$ cat config.mk
export PLATFORM = sky130hd
export DESIGN_NAME = issue_select
export DESIGN_NICKNAME = d
export VERILOG_FILES = /design/src/rtl/issue_select.sv
export SDC_FILE = /design/constraint.sdc
export NUM_CORES = 1
export LEC_CHECK = 0
export BUFFER_PORTS_ARGS = -buffer_cell sky130_fd_sc_hd__buf_2
export CAP_MARGIN = 5
export CELL_PAD_IN_SITES_DETAIL_PLACEMENT = 0
export CELL_PAD_IN_SITES_GLOBAL_PLACEMENT = 1
export CORE_ASPECT_RATIO = 0.8
export CORE_UTILIZATION = 33
export DETAILED_ROUTE_END_ITERATION = 12
export PLACE_DENSITY = 0.91
export SLEW_MARGIN = 25
export SYNTH_ARGS = -nofsm -noshare
export SYNTH_HDL_FRONTEND = slang
export SYNTH_SLANG_ARGS = --single-unit
export TNS_END_PERCENT = 100
$ cat constraint.sdc
create_clock -name clk -period 10.6 [get_ports clk]
set_clock_uncertainty 0.2 [all_clocks]
set_input_delay 1.06 -clock clk [delete_from_list [all_inputs] [get_ports clk]]
set_output_delay 1.06 -clock clk [all_outputs]
set_load 0.02 [all_outputs]
$ cat src/rtl/issue_select.sv
// Oldest-ready issue select for one opcode class, with a registered grant and optional
// non-pipelined unit occupancy. Optional perf counters: define ISSUE_SELECT_PERF_EN.
module issue_select #(
    parameter int unsigned ENTRIES      = 16,
    parameter int unsigned AGE_WIDTH    = 5,
    parameter int unsigned OPCODE_WIDTH = 7,
    parameter logic [OPCODE_WIDTH-1:0] OP = 7'b0110011,
    parameter bit          MULTI_CYCLE  = 1'b0,
    parameter int unsigned FU_LATENCY   = 4
) (
    input  logic                              clk,
    input  logic                              rst_n,
    input  logic [ENTRIES*OPCODE_WIDTH-1:0]   op,
    input  logic [ENTRIES-1:0]                req,
    input  logic [ENTRIES*AGE_WIDTH-1:0]      age,
    input  logic                              flush,
    input  logic                              fu_ready,
    output logic                              grant_valid,
    output logic [$clog2(ENTRIES)-1:0]        grant_addr,
    output logic [AGE_WIDTH-1:0]              grant_age,
    output logic                              fu_busy
`ifdef ISSUE_SELECT_PERF_EN
    ,
    output logic [31:0]                       perf_issue_cnt,
    output logic [31:0]                       perf_stall_cnt
`endif
);

    localparam int unsigned IDX_W = $clog2(ENTRIES);
    localparam int unsigned NODES = 2 * ENTRIES - 1;
    localparam int unsigned CNT_W = 4;

    logic                 fire;
    logic                 load;
    logic [ENTRIES-1:0]   cand;
    logic [CNT_W-1:0]     busy_cnt;
    logic [CNT_W-1:0]     busy_nxt;

    logic                 node_v   [NODES];
    logic [IDX_W-1:0]     node_idx [NODES];
    logic [AGE_WIDTH-1:0] node_age [NODES];

    assign fire = grant_valid & fu_ready;

    // A non-pipelined unit never reloads on its fire cycle; it goes busy first.
    assign load = !flush && (busy_cnt == '0) && (!grant_valid || (fire && !MULTI_CYCLE));

    // The entry being issued this cycle must not be granted again.
    always_comb begin
        cand = '0;
        for (int i = 0; i < int'(ENTRIES); i++) begin
            cand[i] = req[i] && (op[i*OPCODE_WIDTH +: OPCODE_WIDTH] == OP)
                      && !(fire && (grant_addr == IDX_W'(i)));
        end
    end

    // Heap-ordered compare tree: leaves at ENTRIES-1.., left subtree holds lower indices.
    for (genvar g = 0; g < int'(ENTRIES); g++) begin : g_leaf
        assign node_v[ENTRIES-1+g]   = cand[g];
        assign node_idx[ENTRIES-1+g] = IDX_W'(g);
        assign node_age[ENTRIES-1+g] = age[g*AGE_WIDTH +: AGE_WIDTH];
    end

    for (genvar g = 0; g < int'(ENTRIES) - 1; g++) begin : g_node
        logic pick_left;
        assign pick_left = node_v[2*g+1] &&
                           (!node_v[2*g+2] || (node_age[2*g+1] <= node_age[2*g+2]));
        assign node_v[g]   = node_v[2*g+1] | node_v[2*g+2];
        assign node_idx[g] = pick_left ? node_idx[2*g+1] : node_idx[2*g+2];
        assign node_age[g] = pick_left ? node_age[2*g+1] : node_age[2*g+2];
    end

    always_comb begin
        busy_nxt = busy_cnt;
        if (flush)
            busy_nxt = '0;
        else if (MULTI_CYCLE && fire)
            busy_nxt = CNT_W'(FU_LATENCY - 1);
        else if (busy_cnt != '0)
            busy_nxt = busy_cnt - CNT_W'(1);
    end

    always_ff @(posedge clk or negedge rst_n) begin
        if (!rst_n) begin
            grant_valid <= 1'b0;
            grant_addr  <= '0;
            grant_age   <= '0;
            busy_cnt    <= '0;
            fu_busy     <= 1'b0;
        end else begin
            busy_cnt <= busy_nxt;
            fu_busy  <= (busy_nxt != '0);
            if (flush) begin
                grant_valid <= 1'b0;
            end else if (load) begin
                grant_valid <= node_v[0];
                if (node_v[0]) begin
                    grant_addr <= node_idx[0];
                    grant_age  <= node_age[0];
                end
            end else if (fire) begin
                grant_valid <= 1'b0;
            end
        end
    end

`ifdef ISSUE_SELECT_PERF_EN
    // Counters ignore flush and wrap naturally.
    always_ff @(posedge clk or negedge rst_n) begin
        if (!rst_n) begin
            perf_issue_cnt <= '0;
            perf_stall_cnt <= '0;
        end else begin
            if (fire)
                perf_issue_cnt <= perf_issue_cnt + 32'd1;
            if (grant_valid && !fu_ready)
                perf_stall_cnt <= perf_stall_cnt + 32'd1;
        end
    end
`endif

endmodule
Yosys cells after proc, flatten, opt, wreduce, memory -nomap -nowiden
Cells that the tools add are included.
Widths: inputs -> output; s select.
- flip-flop bits (word level): 15
- input port bits: 212
- output and inout bits: 11
- add/subtract/negate cells: 1
- $lt $le $gt $ge: 15
- equal/unequal tests: 31
- mux-type cells: 35
- bitwise operators: 17
- reduce and logical (&&, ||, !) cells: 120
- operator list (operator ; number):
    $eq 7x6->1 const B ; 16
    $le 5x5->1 ; 15
    $mux 5 ; 15
    $logic_and 1x1->1 ; 65
    $mux 4 ; 9
    $logic_not 1->1 ; 33
    $eq 4x4->1 const B ; 8
    $eq 4x3->1 const B ; 4
    $logic_or 1x1->1 ; 16
    $or 1x1->1 ; 15
    $mux 1 ; 11
    $eq 4x2->1 const B ; 2
    $logic_not 4->1 ; 2
    $reduce_bool 4->1 ; 2
    $eq 4x1->1 const B ; 1
    $sub 4x1->4 const B ; 1
    $reduce_and 3->1 ; 1
    $reduce_bool 3->1 ; 1
    $and 1x1->1 ; 1
    $not 1->1 ; 1

Depth between registers and ports, before layout
- depth in word-level cells: 20
- mapped depth: 40

Least setup slack after synthesis
Ideal clock, no wire load.
- path type: input -> register
- start point: input age[27]
- end point: register grant_age[2]
- library setup time: 88 ps
- arrival: 7945 ps
- data required time: 10312 ps
- setup slack: 2367 ps
- cell stages on the path: 36
- path buffers: 2
- path through: inv_1 > ha_1 > and4b_1 > o21ai_0 > a211oi_2 > nor2_1 > mux2_2 > ha_1 > a21o_1 > a21o_1 > or2_2 > a211oi_2 > nor2_1 > mux2i_1 > inv_1 > ha_1 > a21o_1 > a21oi_1 > or2_2 > clkbuf_1 > a31oi_1 > a31o_2 > or2_1 > buf_6 > mux2_4 > ha_1 > nor2b_1 > o21a_1 > o21ai_0 > a21oi_1 > a221o_1 > nor2_2 > nand4_1 > nand3b_1 > o211a_1 > o211ai_1
- cells in the longest elaborated chain, start to end: 16
- ends and longest elaborated chain (item ; line ; source):
    from (decl) ; 15 ; input logic [ENTRIES*AGE_WIDTH-1:0] age,
    $le 5x5->1 ; 67 ; (!node_v[2*g+2] || (node_age[2*g+1] <= node_age[2*g+2]));
    $logic_or 1x1->1 ; 67 ;
    $logic_and 1x1->1 ; 66 ; assign pick_left = node_v[2*g+1] &&
    $mux 5 (*) ; 70 ; assign node_age[g] = pick_left ? node_age[2*g+1] : node_age[2*g+2];
    $le 5x5->1 ; 67 ;
    $logic_or 1x1->1 ; 67 ;
    $logic_and 1x1->1 ; 66 ;
    $mux 5 (*) ; 70 ;
    $le 5x5->1 ; 67 ;
    $logic_or 1x1->1 ; 67 ;
    $logic_and 1x1->1 ; 66 ;
    $mux 5 (*) ; 70 ;
    $le 5x5->1 ; 67 ;
    $logic_or 1x1->1 ; 67 ;
    $logic_and 1x1->1 ; 66 ;
    $mux 5 (*) ; 70 ;
    to (signal assigned) ; 99 ; grant_age <= node_age[0];
    to (decl) ; 20 ; output logic [AGE_WIDTH-1:0] grant_age,
Every way passes the cells marked *; elsewhere a longest branch is shown, timed or not.
A chain may end at the register's enable or synchronous reset.

Worst setup path after layout
- start point: input age[27]
- end point: register grant_age[1]
Same word-level chain as after synthesis.

==> results.toml <==
[global_route]
grt_max_degree = 16
grt_use_total_pct = 22.0
overflow = 0
first_global_vias = 4945
grt_pass1_wl_mm = 24.6
grt_antenna_before_repair = 1

[yosys]
synthArstFlopShare_pct = 100
yosysMostFrequentCell = "inv_1"
synth_area_leaders = "ha_1 20%, mux2i_1 9.7%, dfrtp_1 8.3%, inv_1 6.3%, a21oi_1 5.2%"
synth_warnings = 0
synth_nets = 866
synth_area_mm2 = 0.00452
syn_avg_cell_area_um2 = 7.78
synth_seq_cells = 15
ys.flop_type = "dfrtp_1"
synth_cells = 581
synth.distinct_cells = 69
synth_top_area_share_pct = 20.2
synth_largest_area_cell = "ha_1"
synth_edf_count = 0
ys_seq_area_share_pct = 8.30
synthTopCellsByCount = "76 x inv_1, 73 x ha_1, 47 x a21oi_1, 44 x mux2i_1, 31 x nand2_1"

[worst_setup_path]
worst_path_dominant_cell_family = "compound AO/OA/AOI/OAI gates"
path_buf_inv = 3
worstSetupStartpointType = "input pin"
crit_top_cell = "ha_1"
crit_slowest_cell = "mux2_2"
cp_slowest_stage_delay_ns = 0.46
cp-end-kind = "flip-flop"
rr_worst_depth = 32
cp.required_ns = 10.58
cp_num_cells = 34
crit_type = "in -> reg"
crit_fanout = 10
crit_arrival_ns = 9.17

[sta]
slew_violations = 0
report.final.hold_viol_count = 0
fin_crit_ns = 9.19
fin_crit_sh_pct = 86.7
setup_viol_count_final = 0
fmaxAchievable_mhz = 109
setup_tns_ns = 0
slew_headroom_pct = 39.6
worstMarginPinSlew_ns = 0.901
rsz0062_at_grt = "false"

[clocking]
numCtsBuffers = 3
clk_latency_ns = 0.25
cts_tree = "built"
clkSinkCount = 15
cts_resized = 0
holdBufCountCts = 0
cts.path.max_buffers = 2
cts_max_level = 1
clockRootBuffer = "clkbuf_16"
post-cts-setup-buffer-count = 0
path_clk_slew_ns = 0.05

[job]
drv_cap = 0

[layout]
multi_input_area_mm2 = 0.00383
syn_to_final_growth_pct = 30.5
insertedDiodeCount = 0
post-route-util_pct = 45.1
finish.net_count = 1087
regArea_um2 = 375
stdcell_count = 976
drive_gt1_share_pct = 31.6
fillers = 1336

[placed_design]
hpwl_mm = 14.1
place_inst = 972
port_buffers = 222
place.gp.congestion = 0.896

[detailed_routing]
drcViolationCount = 0
via_per_inst = 5.50
drt_first_iter_violations = 359
antenna_left = 0
wl_per_cell_um = 16.4
vias = 5368
drt_wl_total_mm = 16.0
firstDrtPassIters = 5

[floorplanning]
num_rows = 37
ioPinCount = 223
core_region_area_mm2 = 0.0131
fp.dieH_um = 107
die_area_mm2 = 0.0142
die_x_um = 133
initial_core_util_pct = 34.5

[power]
p_leak_nw = 3.21
p_per_area_mw_per_mm2 = 82.3
ir_drop_mv = 0.0953

[min_path]
min_path_type = "reg -> reg"
holdPathStages = 2

[run_status]
status = "finished, final reports clean"
worst reg2reg max path: cells and delay by family (launching register included):
family / cells / cell delay, ns
mux: 2 / 0.92
flops: 1 / 0.66
fa+ha+maj: 3 / 0.87
simple gates: 9 / 2.09
buf+inv: 2 / 0.19
compound gates: 16 / 3.83
cells in the final DEF, fill, tap and decap left out, types with 5 or more instances in the layout:
cell / n
a211oi_1: 17
mux2i_1: 44
nand3_1: 23
o21a_1: 6
nand3b_1: 6
nand2_1: 31
dfrtp_1: 15
ha_1: 73
nor2_1: 28
nand4bb_1: 14
o21ai_0: 21
inv_1: 76
nor2b_1: 9
nand4b_1: 17
nand4_1: 8
a21oi_1: 47
or2_2: 5
and2_1: 7
buf_2: 222
a21o_1: 13
and3_1: 11
o211ai_1: 17
a211o_1: 5
cell type report:
class,count,share of cell area [%]
Multi-Input combinational cell,483,64.8
Timing Repair Buffer,223,18.9
Sequential cell,15,6.36
Inverter,76,4.83
Tap cell,175,3.71
Clock buffer,4,1.34
path summary, 6_finish.rpt:
check                      slack, ns       endpoint          start
min                             0.38   grant_age[1]   grant_age[1]
min reg2reg                     0.38   grant_age[1]   grant_age[1]
max in group asynchronous       9.41  grant_addr[3]          rst_n
min in group asynchronous       0.52    busy_cnt[1]          rst_n
max reg2reg                     1.77   grant_age[1]  grant_addr[1]
max                             1.41   grant_age[1]        age[27]
logic make-up (layout without fill, tap and decap cells):
group	after synthesis	count (layout)	share of synthesized area [%]
simple gates	193	193	26.9
compound gates	166	166	25.9
buf+inv	83	303	7.08
fa+ha+maj	73	73	20.2
mux	50	50	11.5
flops	15	15	8.30
xor+xnor	1	1	0.194
layer usage:
layer	wire [µm]	vias to the layer above	GRT usage [%]
met5	0	-	0
met4	151	0	3.45
met3	1490	16	3.59
met2	6830	286	35.6
met1	7570	2401	30.9
li1	-	2665	-
flip-flops by register name, indices dropped and copies added (netlist names):
| name | count |
|---|---|
| busy_cnt | 4 |
| fu_busy | 1 |
| grant_addr | 4 |
| grant_age | 5 |
| grant_valid | 1 |
power by group:
group / internal, W / total, W / switching, W
Combinational: 0.000129 / 0.000292 / 0.000163
Clock: 0.0000510 / 0.0000744 / 0.0000235
Sequential: 0.0000822 / 0.000119 / 0.0000372
per-stage QoR:
step | hold WS, ns | worst slack, ns | cell area (µm²) | power, W
global placement | 0.365 | 1.44 | 5820 | 0.000409
floorplan | 0.333 | 2.37 | 4520 | 0.000280
detailed placement | 0.369 | 1.37 | 5820 | 0.000409
global route | 0.418 | 0.763 | 5900 | 0.000525
CTS | 0.381 | 1.59 | 5900 | 0.000486
finish | 0.378 | 1.41 | 5900 | 0.000486
No activity file was read; power rests on OpenSTA's default activity.
